$ cat src/rtl/lvds_scan_ctrl.sv
// lvds_scan_ctrl - raster scan controller for the LVDS panel path.
//
// Generates horizontal/vertical timing, places a stored IMG_W x IMG_H image at
// (IMG_X0, IMG_Y0) inside the active area and drives the image RAM read port.
// Timing outputs are delayed so they line up with the RAM's 1-cycle read data.
//
// Ports:
//   clkq        in   pixel clock, all logic on the rising edge
//   rst_n       in   synchronous active-low reset
//   run         in   level, request scanning
//   addrX       out  [15:0] image RAM read address (held while en=00)
//   en          out  [1:0]  image RAM read enable, 2'b01 = read, 2'b00 = hold
//   hsync       out  horizontal sync, active high, RAM-latency aligned
//   vsync       out  vertical sync, active high, RAM-latency aligned
//   de          out  data enable (active area), RAM-latency aligned
//   img_sel     out  1 = RAM data valid this cycle, 0 = serializer drives black
//   frame_start out  1-cycle pulse with the first active pixel of each frame
//   busy        out  1 while not idle
module lvds_scan_ctrl #(
  parameter int H_ACTIVE = 1280,
  parameter int H_FP     = 48,
  parameter int H_SYNC   = 32,
  parameter int H_BP     = 80,
  parameter int V_ACTIVE = 800,
  parameter int V_FP     = 3,
  parameter int V_SYNC   = 6,
  parameter int V_BP     = 14,
  parameter int IMG_W    = 100,
  parameter int IMG_H    = 100,
  parameter int IMG_X0   = 0,
  parameter int IMG_Y0   = 0
) (
  input  logic        clkq,
  input  logic        rst_n,
  input  logic        run,
  output logic [15:0] addrX,
  output logic [1:0]  en,
  output logic        hsync,
  output logic        vsync,
  output logic        de,
  output logic        img_sel,
  output logic        frame_start,
  output logic        busy
);

  localparam int H_TOTAL = H_ACTIVE + H_FP + H_SYNC + H_BP;
  localparam int V_TOTAL = V_ACTIVE + V_FP + V_SYNC + V_BP;

  localparam logic [15:0] H_LAST   = 16'(H_TOTAL - 1);
  localparam logic [15:0] V_LAST   = 16'(V_TOTAL - 1);
  localparam logic [15:0] H_ACT    = 16'(H_ACTIVE);
  localparam logic [15:0] V_ACT    = 16'(V_ACTIVE);
  localparam logic [15:0] HS_START = 16'(H_ACTIVE + H_FP);
  localparam logic [15:0] HS_WIDTH = 16'(H_SYNC);
  localparam logic [15:0] VS_START = 16'(V_ACTIVE + V_FP);
  localparam logic [15:0] VS_WIDTH = 16'(V_SYNC);
  localparam logic [15:0] WIN_X0   = 16'(IMG_X0);
  localparam logic [15:0] WIN_Y0   = 16'(IMG_Y0);
  localparam logic [15:0] WIN_W    = 16'(IMG_W);
  localparam logic [15:0] WIN_H    = 16'(IMG_H);
  localparam logic [15:0] PIX_LAST = 16'(IMG_W * IMG_H - 1);

  typedef enum logic [1:0] {
    ST_IDLE = 2'd0,
    ST_SCAN = 2'd1,
    ST_STOP = 2'd2
  } state_t;

  state_t      state_r;
  state_t      state_nx_s;
  logic [15:0] h_cnt_r;
  logic [15:0] v_cnt_r;
  logic [15:0] pix_cnt_r;

  logic running_s;
  logic last_s;
  logic act_s;
  logic win_s;
  logic hs_s;
  logic vs_s;
  logic fs_s;

  // First delay stage of the timing signals (cycle N, alongside en/addrX).
  logic hs_p1_r;
  logic vs_p1_r;
  logic de_p1_r;
  logic win_p1_r;
  logic fs_p1_r;

  // Stage 0: decode raster position into timing/window flags.
  // Range tests use wrapping subtraction, (x - start) < width, which also
  // covers start = 0 without a degenerate x >= 0 comparison.
  always_comb begin
    running_s = (state_r != ST_IDLE);
    last_s    = (h_cnt_r == H_LAST) && (v_cnt_r == V_LAST);
    act_s     = running_s && (h_cnt_r < H_ACT) && (v_cnt_r < V_ACT);
    win_s     = act_s && ((h_cnt_r - WIN_X0) < WIN_W) && ((v_cnt_r - WIN_Y0) < WIN_H);
    hs_s      = running_s && ((h_cnt_r - HS_START) < HS_WIDTH);
    vs_s      = running_s && ((v_cnt_r - VS_START) < VS_WIDTH);
    fs_s      = running_s && (h_cnt_r == 16'd0) && (v_cnt_r == 16'd0);
  end

  // Next-state logic; STOP keeps scanning so the current frame always completes.
  always_comb begin
    state_nx_s = state_r;
    case (state_r)
      ST_IDLE: begin
        if (run) state_nx_s = ST_SCAN;
        else     state_nx_s = ST_IDLE;
      end
      ST_SCAN: begin
        if (!run) state_nx_s = ST_STOP;
        else      state_nx_s = ST_SCAN;
      end
      ST_STOP: begin
        if (run)         state_nx_s = ST_SCAN;
        else if (last_s) state_nx_s = ST_IDLE;
        else             state_nx_s = ST_STOP;
      end
      default: state_nx_s = ST_IDLE;
    endcase
  end

  // State register.
  always_ff @(posedge clkq) begin
    if (!rst_n) state_r <= ST_IDLE;
    else        state_r <= state_nx_s;
  end

  // Raster counters: held at 0 while idle, so scanning starts at (0,0).
  always_ff @(posedge clkq) begin
    if (!rst_n || (state_r == ST_IDLE)) begin
      h_cnt_r <= 16'd0;
      v_cnt_r <= 16'd0;
    end else if (h_cnt_r == H_LAST) begin
      h_cnt_r <= 16'd0;
      if (v_cnt_r == V_LAST) v_cnt_r <= 16'd0;
      else                   v_cnt_r <= v_cnt_r + 16'd1;
    end else begin
      h_cnt_r <= h_cnt_r + 16'd1;
    end
  end

  // Image pixel index; advances only on visible window cycles, restarts each frame.
  always_ff @(posedge clkq) begin
    if (!rst_n || (state_r == ST_IDLE) || last_s) begin
      pix_cnt_r <= 16'd0;
    end else if (win_s) begin
      if (pix_cnt_r == PIX_LAST) pix_cnt_r <= 16'd0;
      else                       pix_cnt_r <= pix_cnt_r + 16'd1;
    end else begin
      pix_cnt_r <= pix_cnt_r;
    end
  end

  // RAM read port; the address is held between reads and cleared when idle.
  always_ff @(posedge clkq) begin
    if (!rst_n || !running_s) begin
      en    <= 2'b00;
      addrX <= 16'd0;
    end else if (win_s) begin
      en    <= 2'b01;
      addrX <= pix_cnt_r;
    end else begin
      en    <= 2'b00;
      addrX <= addrX;
    end
  end

  // Two-stage delay of the timing flags so they meet the RAM read data.
  always_ff @(posedge clkq) begin
    if (!rst_n) begin
      hs_p1_r     <= 1'b0;
      vs_p1_r     <= 1'b0;
      de_p1_r     <= 1'b0;
      win_p1_r    <= 1'b0;
      fs_p1_r     <= 1'b0;
      hsync       <= 1'b0;
      vsync       <= 1'b0;
      de          <= 1'b0;
      img_sel     <= 1'b0;
      frame_start <= 1'b0;
    end else begin
      hs_p1_r     <= hs_s;
      vs_p1_r     <= vs_s;
      de_p1_r     <= act_s;
      win_p1_r    <= win_s;
      fs_p1_r     <= fs_s;
      hsync       <= hs_p1_r;
      vsync       <= vs_p1_r;
      de          <= de_p1_r;
      img_sel     <= win_p1_r;
      frame_start <= fs_p1_r;
    end
  end

  // Busy flag tracks the state register directly.
  always_ff @(posedge clkq) begin
    if (!rst_n) busy <= 1'b0;
    else        busy <= (state_nx_s != ST_IDLE);
  end

endmodule

$ cat config.mk
export PLATFORM = sky130hd
export DESIGN_NAME = lvds_scan_ctrl
export DESIGN_NICKNAME = d
export VERILOG_FILES = /design/src/rtl/lvds_scan_ctrl.sv
export SDC_FILE = /design/constraint.sdc
export NUM_CORES = 1
export LEC_CHECK = 0
export CAP_MARGIN = 20
export CORE_ASPECT_RATIO = 1.75
export CORE_MARGIN = 4
export CORE_UTILIZATION = 45
export DETAILED_ROUTE_END_ITERATION = 12
export MAX_ROUTING_LAYER = met4
export PLACE_DENSITY_LB_ADDON = 0.1
export SYNTH_ARGS = -nofsm -noshare
export SYNTH_HDL_FRONTEND = slang
export SYNTH_SLANG_ARGS = --single-unit
export TNS_END_PERCENT = 50
$ cat constraint.sdc
create_clock -name clkq -period 5.9 [get_ports clkq]
set_clock_uncertainty 0.05 [all_clocks]
set_input_delay 1.18 -clock clkq [delete_from_list [all_inputs] [get_ports clkq]]
set_output_delay 1.18 -clock clkq [all_outputs]
set_load 0.01 [all_outputs]
==> flow_metrics.py, run 1 <==
metrics = {
    "outcome": {
        "status": "complete, no violations",
    },
    "placed_design": {
        "place_congestion": 0.857,
        "pre_cts_ws_ns": 2.60,
        "port_buffers": 25,
        "place_hpwl_mm": 6.84,
    },
    "clock_network": {
        "cts_resized": 0,
        "numCtsBuffers": 9,
        "cts_root_buf": "clkbuf_16",
        "post_cts_buffers": 0,
        "cts_sinks": 78,
        "tritoncts": "yes",
        "htreeDepth": 3,
        "clk_pin_slew_worst_paths_ns": 0.06,
        "cts_hold_buf": 0,
        "clockBufferDepth": 2,
        "clkLatencyLatePin_ns": 0.33,
    },
    "layout": {
        "nets": 495,
        "nFillCells": 810,
        "drive_above_1_share_pct": 6.17,
        "diodes": 0,
        "area_delta_synth_final_pct": 14.1,
    },
    "yosys": {
        "synthArstFlopShare_pct": 0,
        "ys.flop_type": "dfxtp_1",
        "ys_top_cells_by_count": "dfxtp_1, nand2_1, a21oi_1, nor2_1, clkbuf_1",
        "yosysWarnings": 0,
        "synth-edff-count": 0,
        "synth.most_common_cell": "dfxtp_1",
        "synth_area_per_cell_um2": 8.18,
        "synthSimpleGateAreaFrac_pct": 29.5,
        "synth_compound_area_share_pct": 15.8,
        "synth_top_family_by_area": "simple AND/OR/NAND/NOR gates",
        "muxShareOfSynthArea_pct": 0.290,
        "yosysTopAreaCell": "dfxtp_1",
        "synth_fp_nets": 488,
        "synth.cell_area_mm2": 0.00389,
        "yosysTopAreaCellShare_pct": 40.2,
        "synthXorXnorAreaFrac_pct": 5.41,
        "synthTopCellsByArea": "dfxtp_1, nand2_1, a21oi_1, xnor2_1, nand4_1",
        "seq_area_frac_synth_pct": 40.2,
        "synth-seq-cells": 78,
        "synth_fa_ha_area_share_pct": 3.22,
        "synth.distinct_cells": 58,
        "syn_inst": 475,
    },
    "drt": {
        "routed_wl_mm": 9.36,
        "dr.pass1.iters": 4,
        "wl_per_cell_um": 15.6,
        "antenna_left": 0,
        "vias_per_cell": 5.69,
        "vias": 3419,
        "drc": 0,
        "drtIter0Drc": 170,
    },
    "global_routing": {
        "grt_util_met1_pct": 20.4,
        "met2_usage_pct": 35.4,
        "globalRouteMet3Util_pct": 5.01,
        "grt_pass1_wl_mm": 15.7,
        "track_usage_pct": 20.1,
        "grt-ovfl-total": 0,
        "grt.busiest_layer": "met2",
        "grt_max_degree": 45,
        "antenna_found_initial": 0,
        "grt_pass1_vias": 3268,
    },
    "power_and_ir_drop": {
        "power.density_mw_per_mm2": 242,
        "ir_worst_vdd_mv": 0.140,
        "p_leak_nw": 1.31,
    },
    "timing": {
        "finalCritPeriodShare_pct": 55.6,
        "min_period_ns": 3.28,
        "tightestPinTransition_ns": 0.860,
        "slew_viol_final": 0,
        "setup_viol": 0,
        "hold_viol_final": 0,
        "max_freq_ghz": 0.305,
        "slew_headroom_pct": 41.2,
        "rsz0062_at_grt": "no",
        "setup_ws_ns": 2.62,
        "tns_ns": 0,
        "fin_hold_ws_ns": 0.374,
    },
    "setup_path": {
        "cp_max_fo": 22,
        "crit_chain": "inv_1 > ha_1 > or4bb_1 > or4_1 > o21ai_1 > buf_4 > o21bai_1 > buf_4 > a21oi_1",
        "regToRegStartpoint": "h_cnt_r[5]",
        "critPathMaxStageDelay_ns": 0.84,
        "arrival_ns": 3.45,
        "slowest_stage": "or4_1",
        "critPathMostFrequentCell": "buf_4",
        "cp-start-kind": "flop",
        "rrSetupSlack_ns": 2.62,
        "critPathCaptureType": "flop",
        "worstPathRequired_ns": 6.07,
        "critical_path_class": "flop to flop",
        "worstSetupStartpoint": "h_cnt_r[5]",
    },
    "min_path": {
        "hold_class": "flop to flop",
        "min-delay-start": "vs_p1_r",
    },
    "floorplanning": {
        "initial_utilization_pct": 46.4,
        "die_x_um": 78.3,
        "num_rows": 44,
        "io_pins": 27,
        "die-area_mm2": 0.0102,
        "core_area_mm2": 0.00837,
        "fp.dieH_um": 131,
    },
    "flow_run": {
        "cap_violations": 0,
    },
}
[registers in the layout (all words and copies together), names as in the netlist]
register and count:
h_cnt_r 16, busy 1, vsync 1, fs_p1_r 1, win_p1_r 1, state_r 2, de 1, pix_cnt_r 16
de_p1_r 1, vs_p1_r 1, en 1, addrX 16, hs_p1_r 1, v_cnt_r 16, hsync 1, frame_start 1
img_sel 1
[power by group]
part | internal [mW] | total (mW) | switching (mW) | leakage [nW]
clock | 0.283 | 0.501 | 0.218 | 0.121
sequential | 0.531 | 0.534 | 0.00285 | 0.630
combinational | 0.0118 | 0.0364 | 0.0246 | 0.555
[metal layers]
metal,vias to the layer above,share of wire (%)
li1,1722,-
met1,1593,40
met2,78,53
met3,26,3.5
met4,0,3.8
met5,-,0
[stage by stage]
step	instances	area [µm²]	util (%)	total power, mW
2_1_floorplan	475	3890	-	0.569
3_3_place_gp	585	4160	49.7	0.582
3_5_place_dp	586	4170	49.8	0.583
4_1_cts	601	4430	53.0	1.09
5_1_grt	601	4430	53.0	1.12
6_report	601	4430	53.0	1.07
[logic make-up after synthesis]
logic type / after synthesis
and+or+nand+nor: 210
AOI/OAI and AO/OA: 100
DFF: 78
buffers and inverters: 51
xor gates and xnor gates: 24
adders and majority gates: 10
other: 1
muxes: 1
[placed cells by master (no fill, tap or decap), types with 11 or more instances in the layout]
cell	instances
o21ai_0	21
nand2_1	56
xnor2_1	16
nor3_1	16
dfxtp_1	78
nand3_1	14
a21oi_1	40
clkdlybuf4s50_1	25
nand4_1	21
nor2_1	35
o31ai_1	11
inv_1	17
[path summary, 6_finish.rpt]
check / endpoint / depth (start not counted)
worst min register to register: vsync / 1
worst max register to register: pix_cnt_r[11] / 9
worst max-delay path: pix_cnt_r[11] / 9
worst min-delay path: vsync / 1
[area by class of cell]
cell class                      count  area, µm²  share of cell area [%]
Clock inverter                      5       36.3                   0.818
Timing Repair Buffer               30        288                    6.49
Tap cell                          115        144                    3.24
Clock buffer                       10        229                    5.16
Sequential cell                    78       1560                    35.2
Multi-Input combinational cell    346       2110                    47.6
Inverter                           17       63.8                    1.44
[critical path: cells and delay by family, from the launching register on]
| family | cells | cell delay [ns] |
|---|---|---|
| DFF | 1 | 0.37 |
| AOI/OAI and AO/OA | 3 | 0.64 |
| and+or+nand+nor | 2 | 1.30 |
| buffers and inverters | 3 | 0.64 |
| adders and majority gates | 1 | 0.16 |
Note: power is estimated with default switching activity, not from simulation.
==> inputs of run 2 (changes only) <==
==> constraint.sdc (replaced) <==
create_clock -name clkq -period 2.8 [get_ports clkq]
set_clock_uncertainty 0.05 [all_clocks]
set_input_delay 0.56 -clock clkq [delete_from_list [all_inputs] [get_ports clkq]]
set_output_delay 0.56 -clock clkq [all_outputs]
set_load 0.01 [all_outputs]
==> run 2 against run 1 <==
Compared with the run above: utilization rose by 2.8 points; largest power group unchanged; die area did not move; register-to-register slack got worse by 2.5 ns; largest cell class unchanged; clock power rose by 120%; via count rose by 1.4%; sequential share of layout area fell by 1.8 points; sequential power rose by 110%; total power rose by 120%; critical path type unchanged.
==> flow_metrics.py, run 2 (synthesized netlist as in run 1, its figures left out) <==
metrics = {
    "outcome": {
        "status": "complete, no violations",
    },
    "power_and_ir_drop": {
        "power.density_mw_per_mm2": 494,
        "internal-power_mw": 1.80,
        "pwr-share-clk_pct": 47.6,
        "netSwitchingPower_mw": 0.510,
        "ir_worst_vdd_mv": 0.315,
        "pwr-share-seq_pct": 48.7,
        "sw_frac_of_total_pct": 22.1,
        "combPwrFrac_pct": 3.7,
        "p_leak_nw": 1.46,
        "power_mw": 2.31,
    },
    "global_routing": {
        "track_usage_pct": 20.3,
        "grt_pass1_wl_mm": 15.9,
        "grt_max_degree": 45,
        "grt-ovfl-total": 0,
        "grt_pass1_vias": 3431,
        "antenna_found_initial": 0,
    },
    "floorplanning": {
        "die_x_um": 78.3,
        "core_area_mm2": 0.00837,
        "fp.dieH_um": 131,
        "io_pins": 27,
        "die-area_mm2": 0.0102,
        "initial_utilization_pct": 46.4,
        "num_rows": 44,
    },
    "timing": {
        "min_period_ns": 2.68,
        "rsz0062_at_grt": "no",
        "slew_viol_final": 0,
        "tightestPinTransition_ns": 0.897,
        "finalCritPeriodShare_pct": 95.6,
        "hold_viol_final": 0,
        "slew_headroom_pct": 38.6,
        "setup_viol": 0,
        "max_freq_ghz": 0.374,
        "tns_ns": 0,
    },
    "layout": {
        "layout_commonest_cell": "dfxtp_1",
        "diodes": 0,
        "area_delta_synth_final_pct": 20.1,
        "multi_input_area_mm2": 0.00212,
        "nets": 521,
        "utilization_pct": 55.8,
        "nFillCells": 834,
        "drive_above_1_share_pct": 11.5,
        "final_cell_mix": "dfxtp_1, nand2_1, a21oi_1, nor2_1, buf_4",
        "seqCellArea_mm2": 0.00156,
    },
    "drt": {
        "vias": 3468,
        "drtIter0Drc": 106,
        "dr.pass1.iters": 4,
        "routed_wl_mm": 9.50,
        "vias_per_cell": 5.52,
        "drc": 0,
        "antenna_left": 0,
        "wl_per_cell_um": 15.1,
    },
    "clock_network": {
        "htreeDepth": 3,
        "clockBufferDepth": 2,
        "clk_pin_slew_worst_paths_ns": 0.06,
        "cts_sinks": 78,
        "cts_hold_buf": 0,
        "cts_root_buf": "clkbuf_16",
        "post_cts_buffers": 0,
        "numCtsBuffers": 9,
        "cts_resized": 0,
        "clkLatencyLatePin_ns": 0.33,
        "tritoncts": "yes",
    },
    "min_path": {
        "hold_class": "flop to flop",
    },
    "setup_path": {
        "regToRegStartpoint": "h_cnt_r[11]",
        "worstRegToRegCells": 6,
        "worstPathRequired_ns": 3.01,
        "critical_path_class": "flop to flop",
        "critPathCaptureType": "flop",
        "cp_max_fo": 44,
        "arrival_ns": 2.89,
        "worstSetupStartpoint": "h_cnt_r[11]",
        "cp-start-kind": "flop",
        "crit_end": "pix_cnt_r[9]",
        "rrSetupSlack_ns": 0.12,
        "regToRegEndpoint": "pix_cnt_r[9]",
    },
    "placed_design": {
        "place_hpwl_mm": 7.12,
        "port_buffers": 25,
        "place_congestion": 0.873,
    },
    "flow_run": {
        "cap_violations": 0,
    },
}
run 2: layer usage:
| metal | up-vias | part of all wire (%) | track usage [%] |
|---|---|---|---|
| met5 | - | 0 | - |
| met4 | 0 | 3.1 | 10.1 |
| met3 | 22 | 2.3 | 3.84 |
| met2 | 49 | 55 | 37.8 |
| met1 | 1632 | 39 | 20.0 |
| li1 | 1765 | - | - |
run 2: area by class of cell:
type	count	area share (%)
clock buffer	11	5.42
tap	115	3.08
clock inverter	5	0.670
timing repair buffer	56	10.6
multi-input combinational	346	45.4
inverter	17	1.37
sequential	78	33.5
run 2: worst min path at each step:
stage,slack [ns],to,cells after the start,startpoint
2_1_floorplan,0.36,de,1,de_p1_r
3_3_place_gp,0.37,vsync,1,vs_p1_r
3_5_place_dp,0.37,vsync,1,vs_p1_r
4_1_cts,0.38,vsync,1,vs_p1_r
5_1_grt,0.41,hsync,1,hs_p1_r
6_report,0.38,vsync,1,vs_p1_r
run 2: worst max-delay path: stages (launching register included):
cell and delay (ns):
dfxtp_1 0.31, or4_4 0.54, nand3b_4 0.19, or4b_1 0.60, buf_12 0.21, or4_1 0.54, a21oi_1 0.16
run 2: per-stage QoR:
stage	setup WS, ns	cell area [µm²]	hold slack [ns]	instances
finish	0.124	4670	0.379	628
CTS	0.125	4660	0.383	628
global route	0.0227	4670	0.405	628
global placement	0.225	4380	0.367	612
detailed placement	0.173	4380	0.368	612
floorplan	0.137	3890	0.362	475
run 2: power groups by stage:
stage                     sequential, mW  combinational (mW)  clock [mW]
after floorplan                     1.15              0.0498           0
final                               1.12              0.0842        1.10
after global routing                1.12              0.0935        1.17
after detailed placement            1.15              0.0858           0
after global placement              1.15              0.0853           0
after CTS                           1.12              0.0857        1.13
==> inputs of run 3 (changes only) <==
--- a/config.mk
+++ b/config.mk
@@ -5,11 +5,11 @@
 export SDC_FILE = /design/constraint.sdc
 export NUM_CORES = 1
 export LEC_CHECK = 0
-export CAP_MARGIN = 20
 export CORE_ASPECT_RATIO = 1.75
 export CORE_MARGIN = 4
 export CORE_UTILIZATION = 45
 export DETAILED_ROUTE_END_ITERATION = 12
+export DONT_BUFFER_PORTS = 1
 export MAX_ROUTING_LAYER = met4
 export PLACE_DENSITY_LB_ADDON = 0.1
 export SYNTH_ARGS = -nofsm -noshare
==> run 3 against run 2 <==
Compared with the run above: flip-flop and latch count is the same; critical path type unchanged; sequential share of layout area is 1.7 points higher; die area unchanged; highest routed layer unchanged; via count decreased by 0.78%; sequential power about the same; utilization fell by 2.8 points; first-iteration DRC count rose by 22%; total power up 3.8%; final cell count down 4.1%; clock power up 8%; register-to-register slack better by 0.05 ns.
==> flow_metrics.py, run 3 (synthesized netlist as in run 1, its figures left out) <==
metrics = {
    "floorplanning": {
        "initial_utilization_pct": 46.4,
        "die_x_um": 78.3,
        "io_pins": 27,
        "die-area_mm2": 0.0102,
        "fp.dieH_um": 131,
        "num_rows": 44,
        "core_area_mm2": 0.00837,
    },
    "global_routing": {
        "grt-ovfl-total": 0,
        "grt_pass1_wl_mm": 16.3,
        "grt.busiest_layer": "met2",
        "track_usage_pct": 20.8,
        "grt_pass1_vias": 3362,
        "antenna_found_initial": 0,
        "grt_max_degree": 45,
        "grt_util_met1_pct": 20.4,
        "globalRouteMet3Util_pct": 3.70,
        "met2_usage_pct": 39.6,
    },
    "timing": {
        "slew_headroom_pct": 59.5,
        "hold_viol_final": 0,
        "tightestPinTransition_ns": 0.603,
        "rsz0062_at_grt": "no",
        "finalCritPeriodShare_pct": 93.7,
        "min_period_ns": 2.62,
        "max_freq_ghz": 0.381,
        "slew_viol_final": 0,
        "setup_viol": 0,
        "tns_ns": 0,
    },
    "layout": {
        "final_cell_mix": "dfxtp_1, nand2_1, a21oi_1, nor2_1, buf_4",
        "area_delta_synth_final_pct": 14.1,
        "design_area_mm2": 0.00444,
        "diodes": 0,
        "nets": 495,
        "drive_above_1_share_pct": 11.7,
        "layout_commonest_cell": "dfxtp_1",
    },
    "clock_network": {
        "cts_hold_buf": 0,
        "htreeDepth": 3,
        "cts_root_buf": "clkbuf_16",
        "tritoncts": "yes",
        "clockBufferDepth": 2,
        "numCtsBuffers": 9,
        "clk_pin_slew_worst_paths_ns": 0.06,
        "cts_sinks": 78,
        "cts_resized": 0,
        "post_cts_buffers": 0,
        "clkLatencyLatePin_ns": 0.34,
    },
    "placed_design": {
        "place_congestion": 0.857,
        "dpl-instance-area_mm2": 0.00413,
        "place_hpwl_mm": 7.22,
        "port_buffers": 0,
    },
    "drt": {
        "vias_per_cell": 5.72,
        "routed_wl_mm": 9.89,
        "antenna_left": 0,
        "drc": 0,
        "wl_per_cell_um": 16.4,
        "drtIter0Drc": 129,
        "vias": 3441,
        "dr.pass1.iters": 4,
    },
    "setup_path": {
        "critical_path_class": "flop to flop",
        "crit_end": "pix_cnt_r[9]",
        "arrival_ns": 2.84,
        "worstPathRequired_ns": 3.02,
        "worstRegToRegCells": 6,
        "worstSetupStartpoint": "h_cnt_r[11]",
        "critPathCaptureType": "flop",
        "cp-start-kind": "flop",
        "regToRegStartpoint": "h_cnt_r[11]",
        "cp_max_fo": 44,
        "rrSetupSlack_ns": 0.18,
        "regToRegEndpoint": "pix_cnt_r[9]",
    },
    "power_and_ir_drop": {
        "ir_worst_vdd_mv": 0.247,
        "power.density_mw_per_mm2": 540,
        "p_leak_nw": 1.37,
    },
    "flow_run": {
        "cap_violations": 0,
    },
    "min_path": {
        "hold_class": "input port to flop",
    },
    "outcome": {
        "status": "complete, no violations",
    },
}
## run 3: worst min-delay path by stage
stage / start / end / slack (ns) / cells past startpoint
after floorplan: de_p1_r / de / 0.36 / 1
after global placement: win_p1_r / img_sel / 0.37 / 1
after detailed placement: hs_p1_r / hsync / 0.37 / 1
after CTS: run / state_r[1] / 0.25 / 1
after global routing: run / state_r[1] / 0.26 / 1
final: run / state_r[1] / 0.25 / 1
## run 3: layout make-up
class	count	area (µm²)
fillers	870	3930
multi-input cells	346	2110
flip-flops and latches	78	1560
repair buffers	30	250
clock buffers	9	225
well taps	115	144
clock inverters	7	78.8
inverters	17	63.8
## run 3: where the power goes
| part | switching (mW) | internal [mW] |
|---|---|---|
| combinational | 0.0492 | 0.0246 |
| sequential | 0.00755 | 1.12 |
| clock | 0.495 | 0.700 |
## run 3: routing by layer
layer	vias up	wire, µm	part of all wire (%)
li1	1718	-	-
met1	1651	3880	39
met2	59	5510	56
met3	13	288	2.9
met4	0	217	2.2
met5	-	0	0
## run 3: worst max-delay path, cell delays in order (launching register included)
cell	delay [ns]
dfxtp_1	0.31
or4_4	0.54
nand3b_4	0.19
or4b_1	0.59
buf_12	0.21
or4_1	0.51
a21oi_1	0.15
## run 3: metrics by stage
stage	utilization, %	total power [mW]	setup slack [ns]	instances	hold slack (ns)
after floorplan	-	1.20	0.137	475	0.362
after global placement	49.4	1.23	0.193	586	0.371
after detailed placement	49.4	1.23	0.183	586	0.373
after CTS	53.0	2.42	0.167	602	0.246
after global routing	53.0	2.46	0.0178	602	0.255
final	53.0	2.39	0.175	602	0.251
